File: src/rtl/osd_dii_pkg.sv
// Shared definitions for the DII debug-interconnect blocks: flit width and
// the packet arbiter state encoding.
package osd_dii_pkg;

  localparam int DII_FLIT_W = 16;

  typedef enum logic [1:0] {
    IDLE,
    XFER,
    DROP
  } arb_state_t;

endpackage

File: src/rtl/dii_rr_select.sv
// Combinational round-robin pick: the first requester found after ptr,
// wrapping modulo PORTS, wins.
module dii_rr_select
  import osd_dii_pkg::*;
#(
  parameter int PORTS = 3,
  parameter int IW    = (PORTS > 1) ? $clog2(PORTS) : 1
) (
  input  logic [PORTS-1:0] req,
  input  logic [IW-1:0]    ptr,
  output logic [PORTS-1:0] gnt,
  output logic [IW-1:0]    idx
);

  always_comb begin
    logic          found;
    logic [IW-1:0] cand;
    gnt   = '0;
    idx   = '0;
    found = 1'b0;
    cand  = '0;
    // Offset PORTS lands back on ptr itself, so the last owner gets the lowest priority.
    for (int k = 1; k <= PORTS; k++) begin
      cand = IW'((int'(ptr) + k) % PORTS);
      if (!found && req[cand]) begin
        found     = 1'b1;
        gnt[cand] = 1'b1;
        idx       = cand;
      end
    end
  end

endmodule

File: src/rtl/dii_packet_arbiter.sv
// Packet-granular round-robin arbiter sharing one registered DII output
// stream between PORTS requesters, with maximum-length truncation.
module dii_packet_arbiter
  import osd_dii_pkg::*;
#(
  parameter int PORTS   = 3,
  parameter int MAX_LEN = 64
) (
  input  logic                        clk,
  input  logic                        rst,
  input  logic [PORTS*DII_FLIT_W-1:0] in_data,
  input  logic [PORTS-1:0]            in_last,
  input  logic [PORTS-1:0]            in_valid,
  output logic [PORTS-1:0]            in_ready,
  output logic [DII_FLIT_W-1:0]       out_data,
  output logic                        out_last,
  output logic                        out_valid,
  input  logic                        out_ready,
  output logic [PORTS-1:0]            grant,
  output logic                        err_overlen
);

  localparam int IW = (PORTS > 1) ? $clog2(PORTS) : 1;
  localparam int CW = $clog2(MAX_LEN);
  localparam logic [CW-1:0] LAST_CNT = CW'(MAX_LEN - 1);

  arb_state_t            state, state_nxt;
  logic [PORTS-1:0]      grant_q, sel_gnt;
  logic [IW-1:0]         ptr, sel_idx;
  logic [CW-1:0]         cnt;
  logic [DII_FLIT_W-1:0] beat_data;
  logic                  beat_valid, beat_last;
  logic                  load_ok, xfer_ok, accept, at_max, overlen;

  dii_rr_select #(
    .PORTS(PORTS),
    .IW   (IW)
  ) u_sel (
    .req(in_valid),
    .ptr(ptr),
    .gnt(sel_gnt),
    .idx(sel_idx)
  );

  // Route the granted requester's beat; the grant is one-hot or zero.
  always_comb begin
    beat_data  = '0;
    beat_valid = 1'b0;
    beat_last  = 1'b0;
    for (int i = 0; i < PORTS; i++) begin
      if (grant_q[i]) begin
        beat_data  = in_data[i*DII_FLIT_W +: DII_FLIT_W];
        beat_valid = in_valid[i];
        beat_last  = in_last[i];
      end
    end
  end

  assign load_ok = ~out_valid | out_ready;
  assign at_max  = (cnt == LAST_CNT);
  assign accept  = beat_valid & xfer_ok;
  assign overlen = (state == XFER) & accept & ~beat_last & at_max;

  always_ff @(posedge clk or posedge rst) begin
    if (rst) state <= IDLE;
    else     state <= state_nxt;
  end

  always_comb begin
    state_nxt = state;
    unique case (state)
      IDLE: if (|in_valid) state_nxt = XFER;
      XFER: begin
        if (accept) begin
          if (beat_last)   state_nxt = IDLE;
          else if (at_max) state_nxt = DROP;
        end
      end
      DROP: if (accept && beat_last) state_nxt = IDLE;
      default: state_nxt = IDLE;
    endcase
  end

  always_comb begin
    unique case (state)
      XFER:    xfer_ok = load_ok;
      DROP:    xfer_ok = 1'b1;
      default: xfer_ok = 1'b0;
    endcase
    in_ready = grant_q & {PORTS{xfer_ok}};
  end

  assign grant = grant_q;

  // Returning to IDLE always drops the grant, which forces the inter-packet gap.
  always_ff @(posedge clk or posedge rst) begin
    if (rst) begin
      grant_q <= '0;
      ptr     <= IW'(PORTS - 1);
      cnt     <= '0;
    end else if (state == IDLE && |in_valid) begin
      grant_q <= sel_gnt;
      ptr     <= sel_idx;
      cnt     <= '0;
    end else if (state != IDLE && state_nxt == IDLE) begin
      grant_q <= '0;
    end else if (state == XFER && accept && !at_max) begin
      cnt <= cnt + 1'b1;
    end
  end

  always_ff @(posedge clk or posedge rst) begin
    if (rst) begin
      out_valid   <= 1'b0;
      out_last    <= 1'b0;
      out_data    <= '0;
      err_overlen <= 1'b0;
    end else begin
      err_overlen <= overlen;
      if (state == XFER && accept) begin
        out_valid <= 1'b1;
        out_data  <= beat_data;
        out_last  <= beat_last | at_max;
      end else if (out_ready) begin
        out_valid <= 1'b0;
      end
    end
  end

endmodule

File: config.mk
export PLATFORM = sky130hd
export DESIGN_NAME = dii_packet_arbiter
export DESIGN_NICKNAME = d
export VERILOG_FILES = /design/src/rtl/osd_dii_pkg.sv /design/src/rtl/dii_rr_select.sv /design/src/rtl/dii_packet_arbiter.sv
export SDC_FILE = /design/constraint.sdc
export NUM_CORES = 1
export LEC_CHECK = 0
export BUFFER_PORTS_ARGS = -buffer_cell sky130_fd_sc_hd__clkbuf_2
export CAP_MARGIN = 25
export CELL_PAD_IN_SITES_DETAIL_PLACEMENT = 1
export CELL_PAD_IN_SITES_GLOBAL_PLACEMENT = 2
export CORE_UTILIZATION = 29
export CTS_CLUSTER_DIAMETER = 120
export DETAILED_ROUTE_END_ITERATION = 10
export PLACE_DENSITY = 0.95
export SETUP_SLACK_MARGIN = 0.15
export SYNTH_ARGS = -nofsm -noshare
export SYNTH_HDL_FRONTEND = slang
export SYNTH_SLANG_ARGS = --single-unit
File: constraint.sdc
create_clock -name clk -period 3.9 [get_ports clk]
set_input_delay 0.585 -clock clk [delete_from_list [all_inputs] [get_ports clk]]
set_output_delay 0.585 -clock clk [all_outputs]
set_load 0.02 [all_outputs]
==> results of run 1 <==
## stage by stage
| step | hold slack [ps] | std cells |
|---|---|---|
| 2_1_floorplan | 471 | 265 |
| 3_3_place_gp | 463 | 426 |
| 3_5_place_dp | 473 | 426 |
| 4_1_cts | 371 | 434 |
| 5_1_grt | 394 | 434 |
| 6_report | 353 | 434 |
## state kept, by name (all words and copies together), names as in the netlist
signal	cells
ptr	2
grant	3
cnt	6
state	2
out_data	16
err_overlen	1
out_last	1
out_valid	1
## cell usage after synthesis, drive strengths merged
master / n
or4: 3
o21ai: 22
ha: 9
clkbuf: 12
a22oi: 16
inv: 17
o22ai: 4
nand2: 33
dfrtp: 31
buf: 7
mux2i: 3
a22o: 1
o31ai: 2
a31oi: 5
a211oi: 1
dfstp: 1
a21oi: 34
a221oi: 3
nand3b: 1
nor2b: 2
nor3: 7
o21a: 1
nand2b: 2
a31o: 1
a32oi: 1
o221ai: 1
xnor2: 1
nor4: 1
or3: 1
nand4b: 1
nor2: 22
o2111ai: 1
a21o: 2
a2111oi: 1
nand3: 9
and3: 6
## path summary, 6_finish.rpt
path / from / end / slack [ps] / depth (start not counted)
worst max-delay path: grant[1]$_DFFE_PP0P_ / cnt[5]$_DFFE_PP0P_ / 960 / 7
worst min-delay path: rst / out_data[3]$_DFFE_PP0P_ / 350 / 3
worst max register to register: grant[1]$_DFFE_PP0P_ / cnt[5]$_DFFE_PP0P_ / 960 / 7
worst min register to register: out_last$_DFFE_PP0P_ / out_last$_DFFE_PP0P_ / 480 / 2
max in group asynchronous: rst / ptr[1]$_DFFE_PP1P_ / 3210 / 3
min in group clk: out_last$_DFFE_PP0P_ / out_last$_DFFE_PP0P_ / 480 / 2
## power by group
group | switching [mW] | internal, mW | leakage (nW)
Combinational | 0.0229 | 0.0243 | 0.869
Clock | 0.122 | 0.141 | 0.0510
Sequential | 0 | 0.332 | 0.433
## cell type report
type / count / area [µm²]
Clock inverter: 2 / 10.0
Multi-Input combinational cell: 197 / 1160
Timing Repair Buffer: 84 / 428
Tap cell: 96 / 120
Fill cell: 891 / 4270
Clock buffer: 6 / 82.6
Inverter: 17 / 63.8
Sequential cell: 32 / 802
## kinds of logic after synthesis
| group | count (synthesis) |
|---|---|
| adder cells (fa/ha/maj) | 9 |
| XOR/XNOR | 1 |
| flip-flops | 32 |
| multiplexers | 3 |
| buffers and inverters | 36 |
| AO/OA/AOI/OAI | 96 |
| AND/OR/NAND/NOR | 88 |
## worst reg2reg max path: cells and delay by family, from the launching register on
| kind | cells | cell delay (ps) |
|---|---|---|
| DFF | 1 | 900 |
| and+or+nand+nor | 4 | 1450 |
| AOI/OAI and AO/OA | 2 | 450 |
| muxes | 1 | 90 |
## per-layer routing
layer  track usage  vias up  part of all wire
met4        0.0641        0             0.019
met2         0.287       35              0.52
li1              -     1092                 -
met5             0        -                 0
met1         0.194     1032              0.43
met3        0.0283        9             0.026
==> results.py, run 1 <==
metrics = {
    "layout": {
        "area_delta_synth_final_pct": 25.7,
        "fin_util": 0.385,
        "layout_commonest_cell": "clkbuf_2",
        "final_area_mm2": 0.00267,
        "diodes": 0,
        "final_cell_mix": "81 x clkbuf_2, 33 x a21oi_1, 33 x nand2_1",
        "finalNetCount": 403,
        "layout-drive-gt1-share": 0.296,
    },
    "worst_setup_path": {
        "cp_top_family": "simple AND/OR/NAND/NOR gates",
        "cpPeakStageDelay_ps": 900,
        "path_cells": "a21oi_1, a22o_1, or4_4, or4_4, nor3_2, mux2i_1, nand2_1",
        "crit_required_ps": 4130,
        "end_kind": "flip-flop",
        "cp.arrival_ps": 3170,
        "critPathLaunchType": "flip-flop",
        "crit_slowest_cell": "dfrtp_1",
        "cp_max_fo": 40,
        "worst_path_most_repeated_cell": "or4_4",
        "crit_buf_inv": 0,
        "critical_path_class": "flip-flop to flip-flop",
    },
    "power": {
        "max-vdd-ir-drop_mv": 0.112,
        "leakage_nw": 1.35,
        "finalPower_mw": 0.642,
        "power.density_mw_per_mm2": 241,
    },
    "clocking": {
        "postCtsSetupBuffers": 0,
        "holdBufCountCts": 0,
        "post_cts_resize_count": 0,
        "root_buffer": "clkbuf_8",
        "cts_htree_levels": 2,
        "clk_latency_ps": 290,
        "cts_tree": "built",
        "cts-buffers-inserted": 5,
        "clkSlewWorstSetupHoldPaths_ps": 70,
        "clock_sinks": 32,
        "clockBufferDepth": 2,
    },
    "grt": {
        "antenna_found_initial": 0,
        "first_global_vias": 2071,
        "grt_pass1_wl_mm": 9.54,
        "grt_max_degree": 41,
        "grt_usage": 0.162,
        "grt-ovfl-total": 0,
    },
    "detailed_routing": {
        "num_vias": 2168,
        "first_pass_iters": 4,
        "viasPerCell": 5.00,
        "remaining_drc_errors": 0,
        "drtIter0Drc": 98,
        "final_antenna_net_count": 0,
        "drt_wl_total_mm": 6.15,
        "post_drt_wl_per_cell_um": 14.2,
    },
    "placed_design": {
        "dpl_cell_area_mm2": 0.00258,
        "gp_congestion": 0.816,
        "place_ws_ps": 965,
        "dp_hpwl_mm": 4.66,
        "port_buffers": 81,
    },
    "sta": {
        "worstMarginPinSlew_ps": 862,
        "finalHoldViolations": 0,
        "max_clock_freq_mhz": 340,
        "rsz0062_at_grt": "false",
        "drv_slew": 0,
        "setup_viol": 0,
        "setup_ws_ps": 961,
        "tns_ps": 0,
        "timing.final.crit_share": 0.754,
        "min_period_ps": 2940,
        "skew_ps": 7.85,
        "max-slew-margin-rel": 0.426,
    },
    "job": {
        "drv_cap": 0,
    },
    "yosys": {
        "yosys.area_share.simple": 0.201,
        "syn_area_mm2": 0.00212,
        "synth_cell_types": 44,
        "synth_area_per_cell_um2": 8.02,
        "synth_top_area_frac": 0.365,
        "muxShareOfSynthArea": 0.0141,
        "yosysWarnings": 0,
        "synth_fa_ha_area_frac": 0.0530,
        "synth_cells": 265,
        "synth_top_area_cell": "dfrtp_1",
        "synthTopCellsByArea": "dfrtp_1 37%, a21oi_1 7.8%, nand2_1 5.8%",
        "synth-compound-area-share": 0.275,
        "synth_top_family_by_area": "compound AO/OA/AOI/OAI gates",
        "synth-xor-area-share": 0.00412,
        "synth_seq_area_share": 0.378,
        "synth_seq_cells": 32,
        "synth_nets": 331,
    },
    "die": {
        "core_mm2": 0.00694,
        "dieArea_mm2": 0.00767,
        "io_pins": 82,
        "die-height_um": 87.6,
        "row_count": 30,
        "die_w_um": 87.6,
        "start_util": 0.306,
    },
    "outcome": {
        "status": "completed",
    },
    "hold_path": {
        "worstHoldPathType": "input port to async pin",
    },
}
(Power assumes the default switching activity.)
==> run 2: changes to the inputs <==
--- a/config.mk
+++ b/config.mk
@@ -9,10 +9,10 @@
 export CAP_MARGIN = 25
 export CELL_PAD_IN_SITES_DETAIL_PLACEMENT = 1
 export CELL_PAD_IN_SITES_GLOBAL_PLACEMENT = 2
-export CORE_UTILIZATION = 29
+export CORE_UTILIZATION = 27
 export CTS_CLUSTER_DIAMETER = 120
 export DETAILED_ROUTE_END_ITERATION = 10
-export PLACE_DENSITY = 0.95
+export PLACE_DENSITY = 0.92
 export SETUP_SLACK_MARGIN = 0.15
 export SYNTH_ARGS = -nofsm -noshare
 export SYNTH_HDL_FRONTEND = slang
==> constraint.sdc (replaced) <==
create_clock -name clk -period 2.8 [get_ports clk]
set_input_delay 0.42 -clock clk [delete_from_list [all_inputs] [get_ports clk]]
set_output_delay 0.42 -clock clk [all_outputs]
set_load 0.02 [all_outputs]
==> run 2 against run 1 <==
  * Non-clock buffer count increased by 4
  * Die area up 7.2%
  * Flip-flop and latch count unchanged
  * Clock power is 68% higher
  * Final area grew 2.2%
  * Setup slack lost 630 ps
  * Cell count rose by 1.8%
  * Via count up 2.7%
  * Worst hold slack worse by 160 ps
  * Critical path depth is 1 higher
  * Sequential power rose by 39%
==> results.py, run 2 (synthesized netlist as in run 1, its figures left out) <==
metrics = {
    "die": {
        "die_w_um": 90.7,
        "row_count": 31,
        "io_pins": 82,
        "start_util": 0.285,
        "core_mm2": 0.00745,
        "die-height_um": 90.7,
        "dieArea_mm2": 0.00823,
    },
    "clocking": {
        "cts_tree": "built",
        "cts-buffers-inserted": 5,
        "cts_htree_levels": 2,
        "clkSlewWorstSetupHoldPaths_ps": 70,
        "clockBufferDepth": 2,
        "clk_latency_ps": 290,
        "holdBufCountCts": 0,
        "clock_sinks": 32,
        "root_buffer": "clkbuf_8",
    },
    "detailed_routing": {
        "remaining_drc_errors": 0,
        "final_antenna_net_count": 0,
        "drt_wl_total_mm": 6.70,
        "post_drt_wl_per_cell_um": 15.2,
        "num_vias": 2227,
        "drtIter0Drc": 100,
        "viasPerCell": 5.04,
        "first_pass_iters": 4,
    },
    "sta": {
        "drv_slew": 0,
        "hold_ws_ps": 193,
        "skew_ps": 4.88,
        "timing.final.crit_share": 0.881,
        "tns_ps": 0,
        "setup_ws_ps": 333,
        "rsz0062_at_grt": "true",
        "worstMarginPinSlew_ps": 568,
        "max_clock_freq_mhz": 405,
        "finalHoldViolations": 0,
        "max-slew-margin-rel": 0.622,
        "setup_viol": 0,
        "min_period_ps": 2470,
    },
    "grt": {
        "grt-ovfl-total": 0,
        "grt_pass1_wl_mm": 10.8,
        "first_global_vias": 2207,
        "grt_usage": 0.160,
        "antenna_found_initial": 0,
        "grt_max_degree": 34,
    },
    "power": {
        "power.density_mw_per_mm2": 355,
        "switchingPower_mw": 0.210,
        "internal_power_mw": 0.760,
        "max-vdd-ir-drop_mv": 0.183,
        "leakage_nw": 1.37,
        "power_switching_share": 0.217,
        "pwr-share-seq": 0.476,
        "combPwrFrac": 0.068,
        "finalPower_mw": 0.970,
        "p_clk_frac": 0.456,
    },
    "placed_design": {
        "dpl_cell_area_mm2": 0.00260,
        "gp_congestion": 0.838,
        "dp_hpwl_mm": 5.00,
        "place_ws_ps": 309,
        "port_buffers": 81,
    },
    "job": {
        "drv_cap": 0,
    },
    "layout": {
        "layout-drive-gt1-share": 0.306,
        "finalNetCount": 408,
        "largest_reg_flops": 16,
        "final_cell_mix": "81 x clkbuf_2, 33 x a21oi_1, 33 x nand2_1",
        "layout_commonest_cell": "clkbuf_2",
        "top_register": "out_data",
        "multiInputGateArea_mm2": 0.00117,
        "fill_cells": 965,
        "final_area_mm2": 0.00273,
        "seq_area_um2": 802,
        "diodes": 0,
        "area_delta_synth_final_pct": 28.5,
    },
    "worst_setup_path": {
        "cp_max_fo": 12,
        "crit_required_ps": 3000,
        "end_kind": "flip-flop",
        "cp.arrival_ps": 2670,
        "critical_path_class": "flip-flop to flip-flop",
        "critPathLaunchType": "flip-flop",
    },
    "outcome": {
        "status": "completed",
    },
    "hold_path": {
        "worstHoldPathType": "input port to async pin",
    },
}
## run 2: cell count changes in the layout (fill, tap and decap cells not counted)
cell | previous run | this run
or4_2 | 0 | 1
clkinv_2 | 2 | 1
bufinv_16 | 0 | 1
ha_2 | 0 | 1
ha_1 | 9 | 8
clkbuf_1 | 0 | 1
clkbuf_8 | 6 | 5
buf_4 | 3 | 7
## run 2: through the flow
stage,util,std cells
after floorplan,-,265
after global placement,0.349,431
after detailed placement,0.349,431
after CTS,0.363,439
after global routing,0.367,442
final,0.367,442
## run 2: routing by layer
layer	vias to the layer above	GRT usage	wire (µm)
met4	0	0.0417	80
met1	1085	0.195	2950
met5	-	0	0
met2	33	0.289	3490
met3	7	0.0278	175
li1	1102	-	-
## run 2: what timing repair did
| item | CTS | global route |
|---|---|---|
| setup buffers | 0 | 2 |
| endpoints found under the setup margin | 0 | 1 |
| resized for setup | 0 | 1 |
## run 2: final timing paths
kind / cells after the start / start / endpoint / slack [ps]
max: 8 / state[1]$_DFF_PP0_ / cnt[1]$_DFFE_PP0P_ / 330
min: 3 / rst / out_data[4]$_DFFE_PP0P_ / 190
max reg2reg: 8 / state[1]$_DFF_PP0_ / cnt[1]$_DFFE_PP0P_ / 330
min reg2reg: 2 / out_data[12]$_DFFE_PP0P_ / out_data[12]$_DFFE_PP0P_ / 480
max in group asynchronous: 3 / rst / ptr[1]$_DFFE_PP1P_ / 2260
min in group clk: 3 / in_data[46] / out_data[14]$_DFFE_PP0P_ / 420
## run 2: power groups by stage
| stage | Sequential [mW] | Clock, mW | Combinational (mW) |
|---|---|---|---|
| floorplan | 0.471 | 0 | 0.0229 |
| global placement | 0.471 | 0 | 0.0657 |
| detailed placement | 0.471 | 0 | 0.0665 |
| CTS | 0.462 | 0.454 | 0.0668 |
| global route | 0.462 | 0.478 | 0.0740 |
| finish | 0.462 | 0.442 | 0.0660 |
## run 2: final cells by class
type,count,share of cell area
multi-input cells,198,0.430
inverters,17,0.0234
flip-flops and latches,32,0.294
well taps,99,0.0454
repair buffers,88,0.168
clock inverters,2,0.0128
clock buffers,6,0.0266
## run 2: worst max-delay path: stages, from the launching register on
cell and delay, ps:
dfrtp_1 410, inv_1 90, ha_1 350, inv_1 150, nor3_4 260, a32oi_1 160, or4_4 640, o21a_1 170
o22ai_1 150
==> run 3: changes to the inputs <==
--- a/config.mk
+++ b/config.mk
@@ -5,13 +5,13 @@
 export SDC_FILE = /design/constraint.sdc
 export NUM_CORES = 1
 export LEC_CHECK = 0
-export BUFFER_PORTS_ARGS = -buffer_cell sky130_fd_sc_hd__clkbuf_2
 export CAP_MARGIN = 25
 export CELL_PAD_IN_SITES_DETAIL_PLACEMENT = 1
 export CELL_PAD_IN_SITES_GLOBAL_PLACEMENT = 2
-export CORE_UTILIZATION = 27
+export CORE_UTILIZATION = 35
 export CTS_CLUSTER_DIAMETER = 120
 export DETAILED_ROUTE_END_ITERATION = 10
+export DONT_BUFFER_PORTS = 1
 export PLACE_DENSITY = 0.92
 export SETUP_SLACK_MARGIN = 0.15
 export SYNTH_ARGS = -nofsm -noshare
==> run 3 against run 2 <==
  * Worst hold slack got worse by 77 ps
  * Combinational power fell by 65%
  * Sequential power barely moved
  * Clock skew rose by 3.3 ps
  * Via count fell by 15%
  * Non-clock buffer count fell by 81
  * Flip-flop and latch count did not move
  * Total power fell by 4.2%
  * Largest cell class unchanged
  * Highest routed layer unchanged
==> results.py, run 3 (synthesized netlist as in run 1, its figures left out) <==
metrics = {
    "clocking": {
        "postCtsSetupBuffers": 0,
        "clock_sinks": 32,
        "clk_latency_ps": 290,
        "root_buffer": "clkbuf_8",
        "cts-buffers-inserted": 5,
        "holdBufCountCts": 0,
        "cts_tree": "built",
        "cts_htree_levels": 2,
        "clockBufferDepth": 2,
        "post_cts_resize_count": 0,
        "clkSlewWorstSetupHoldPaths_ps": 70,
    },
    "worst_setup_path": {
        "critical_path_class": "flip-flop to flip-flop",
        "end_kind": "flip-flop",
        "crit_slowest_cell": "or4_4",
        "path_cells": "inv_1, ha_1, inv_1, or4_4, or4_4, nor3_2, mux2i_1, nand2_1",
        "crit_buf_inv": 2,
        "cp.arrival_ps": 2730,
        "cp_max_fo": 19,
        "crit_required_ps": 3030,
        "critPathLaunchType": "flip-flop",
        "cpPeakStageDelay_ps": 640,
        "cp_top_family": "simple AND/OR/NAND/NOR gates",
    },
    "layout": {
        "final_cell_mix": "33 x a21oi_1, 33 x nand2_1, 31 x dfrtp_1",
        "area_delta_synth_final_pct": 7.66,
        "diodes": 0,
        "fin_util": 0.389,
        "top_register": "out_data",
        "layout-drive-gt1-share": 0.0881,
        "largest_reg_flops": 16,
        "finalNetCount": 326,
    },
    "sta": {
        "timing.final.crit_share": 0.896,
        "finalHoldViolations": 0,
        "drv_slew": 0,
        "skew_ps": 8.17,
        "rsz0062_at_grt": "false",
        "max_clock_freq_mhz": 399,
        "setup_viol": 0,
        "max-slew-margin-rel": 0.621,
        "tns_ps": 0,
        "worstMarginPinSlew_ps": 569,
        "min_period_ps": 2510,
    },
    "grt": {
        "grt_max_degree": 34,
        "grt_usage": 0.176,
        "antenna_found_initial": 0,
        "first_global_vias": 1827,
        "grt-ovfl-total": 0,
        "grt_pass1_wl_mm": 8.62,
    },
    "power": {
        "power.density_mw_per_mm2": 406,
        "leakage_nw": 1.03,
        "max-vdd-ir-drop_mv": 0.236,
    },
    "detailed_routing": {
        "highest_layer": "met4",
        "drt_wl_total_mm": 5.51,
        "drtIter0Drc": 56,
        "viasPerCell": 5.65,
        "remaining_drc_errors": 0,
        "dr_wl_met2_mm": 2.79,
        "num_vias": 1897,
        "met3_wirelength_um": 335,
        "wl_met1_mm": 2.31,
        "first_pass_iters": 4,
        "final_antenna_net_count": 0,
        "post_drt_wl_per_cell_um": 16.4,
    },
    "die": {
        "row_count": 28,
        "start_util": 0.361,
        "die_w_um": 79.9,
        "die-height_um": 79.9,
        "dieArea_mm2": 0.00639,
        "core_mm2": 0.00589,
        "io_pins": 82,
    },
    "placed_design": {
        "port_buffers": 0,
        "gp_congestion": 0.787,
        "dp_hpwl_mm": 4.20,
    },
    "hold_path": {
        "worstHoldPathType": "input port to async pin",
    },
    "job": {
        "drv_cap": 0,
    },
    "outcome": {
        "status": "completed",
    },
}
run 3: worst paths after layout:
path,start,endpoint,slack [ps],cells after the start
setup reg to reg,state[1]$_DFF_PP0_,cnt[5]$_DFFE_PP0P_,290,8
max in group asynchronous,rst,ptr[1]$_DFFE_PP1P_,2360,2
setup / recovery,state[1]$_DFF_PP0_,cnt[5]$_DFFE_PP0P_,290,8
hold reg to reg,cnt[0]$_DFFE_PP0P_,cnt[0]$_DFFE_PP0P_,510,1
min in group clk,in_valid[2],ptr[1]$_DFFE_PP1P_,250,2
hold / removal,rst,ptr[0]$_DFFE_PP0P_,120,2
run 3: power breakdown:
part,total [mW],switching [mW],internal (mW)
clock,0.444,0.181,0.263
combinational,0.0233,0.0162,0.00702
sequential,0.462,0,0.462
run 3: routing by layer:
layer  up-vias  track usage
li1        936            -
met1       895        0.199
met2        59        0.313
met3         7       0.0514
met4         0       0.0589
met5         -            0
run 3: layout make-up:
type,instances,area [µm²]
repair buffers,7,52.6
multi-input cells,197,1160
flip-flops and latches,32,802
clock buffers,5,68.8
inverters,17,63.8
well taps,75,93.8
clock inverters,3,42.5
fillers,728,3600
run 3: metrics by stage:
| stage | instance area [µm²] | power [mW] | std cells | hold WS, ps | setup WS (ps) |
|---|---|---|---|---|---|
| final | 2290 | 0.929 | 336 | 116 | 292 |
| after global routing | 2290 | 0.970 | 336 | 147 | 173 |
| after CTS | 2290 | 0.943 | 336 | 131 | 284 |
| after detailed placement | 2180 | 0.495 | 328 | 443 | 303 |
| after global placement | 2180 | 0.495 | 328 | 436 | 429 |
| after floorplan | 2120 | 0.494 | 265 | 471 | 545 |
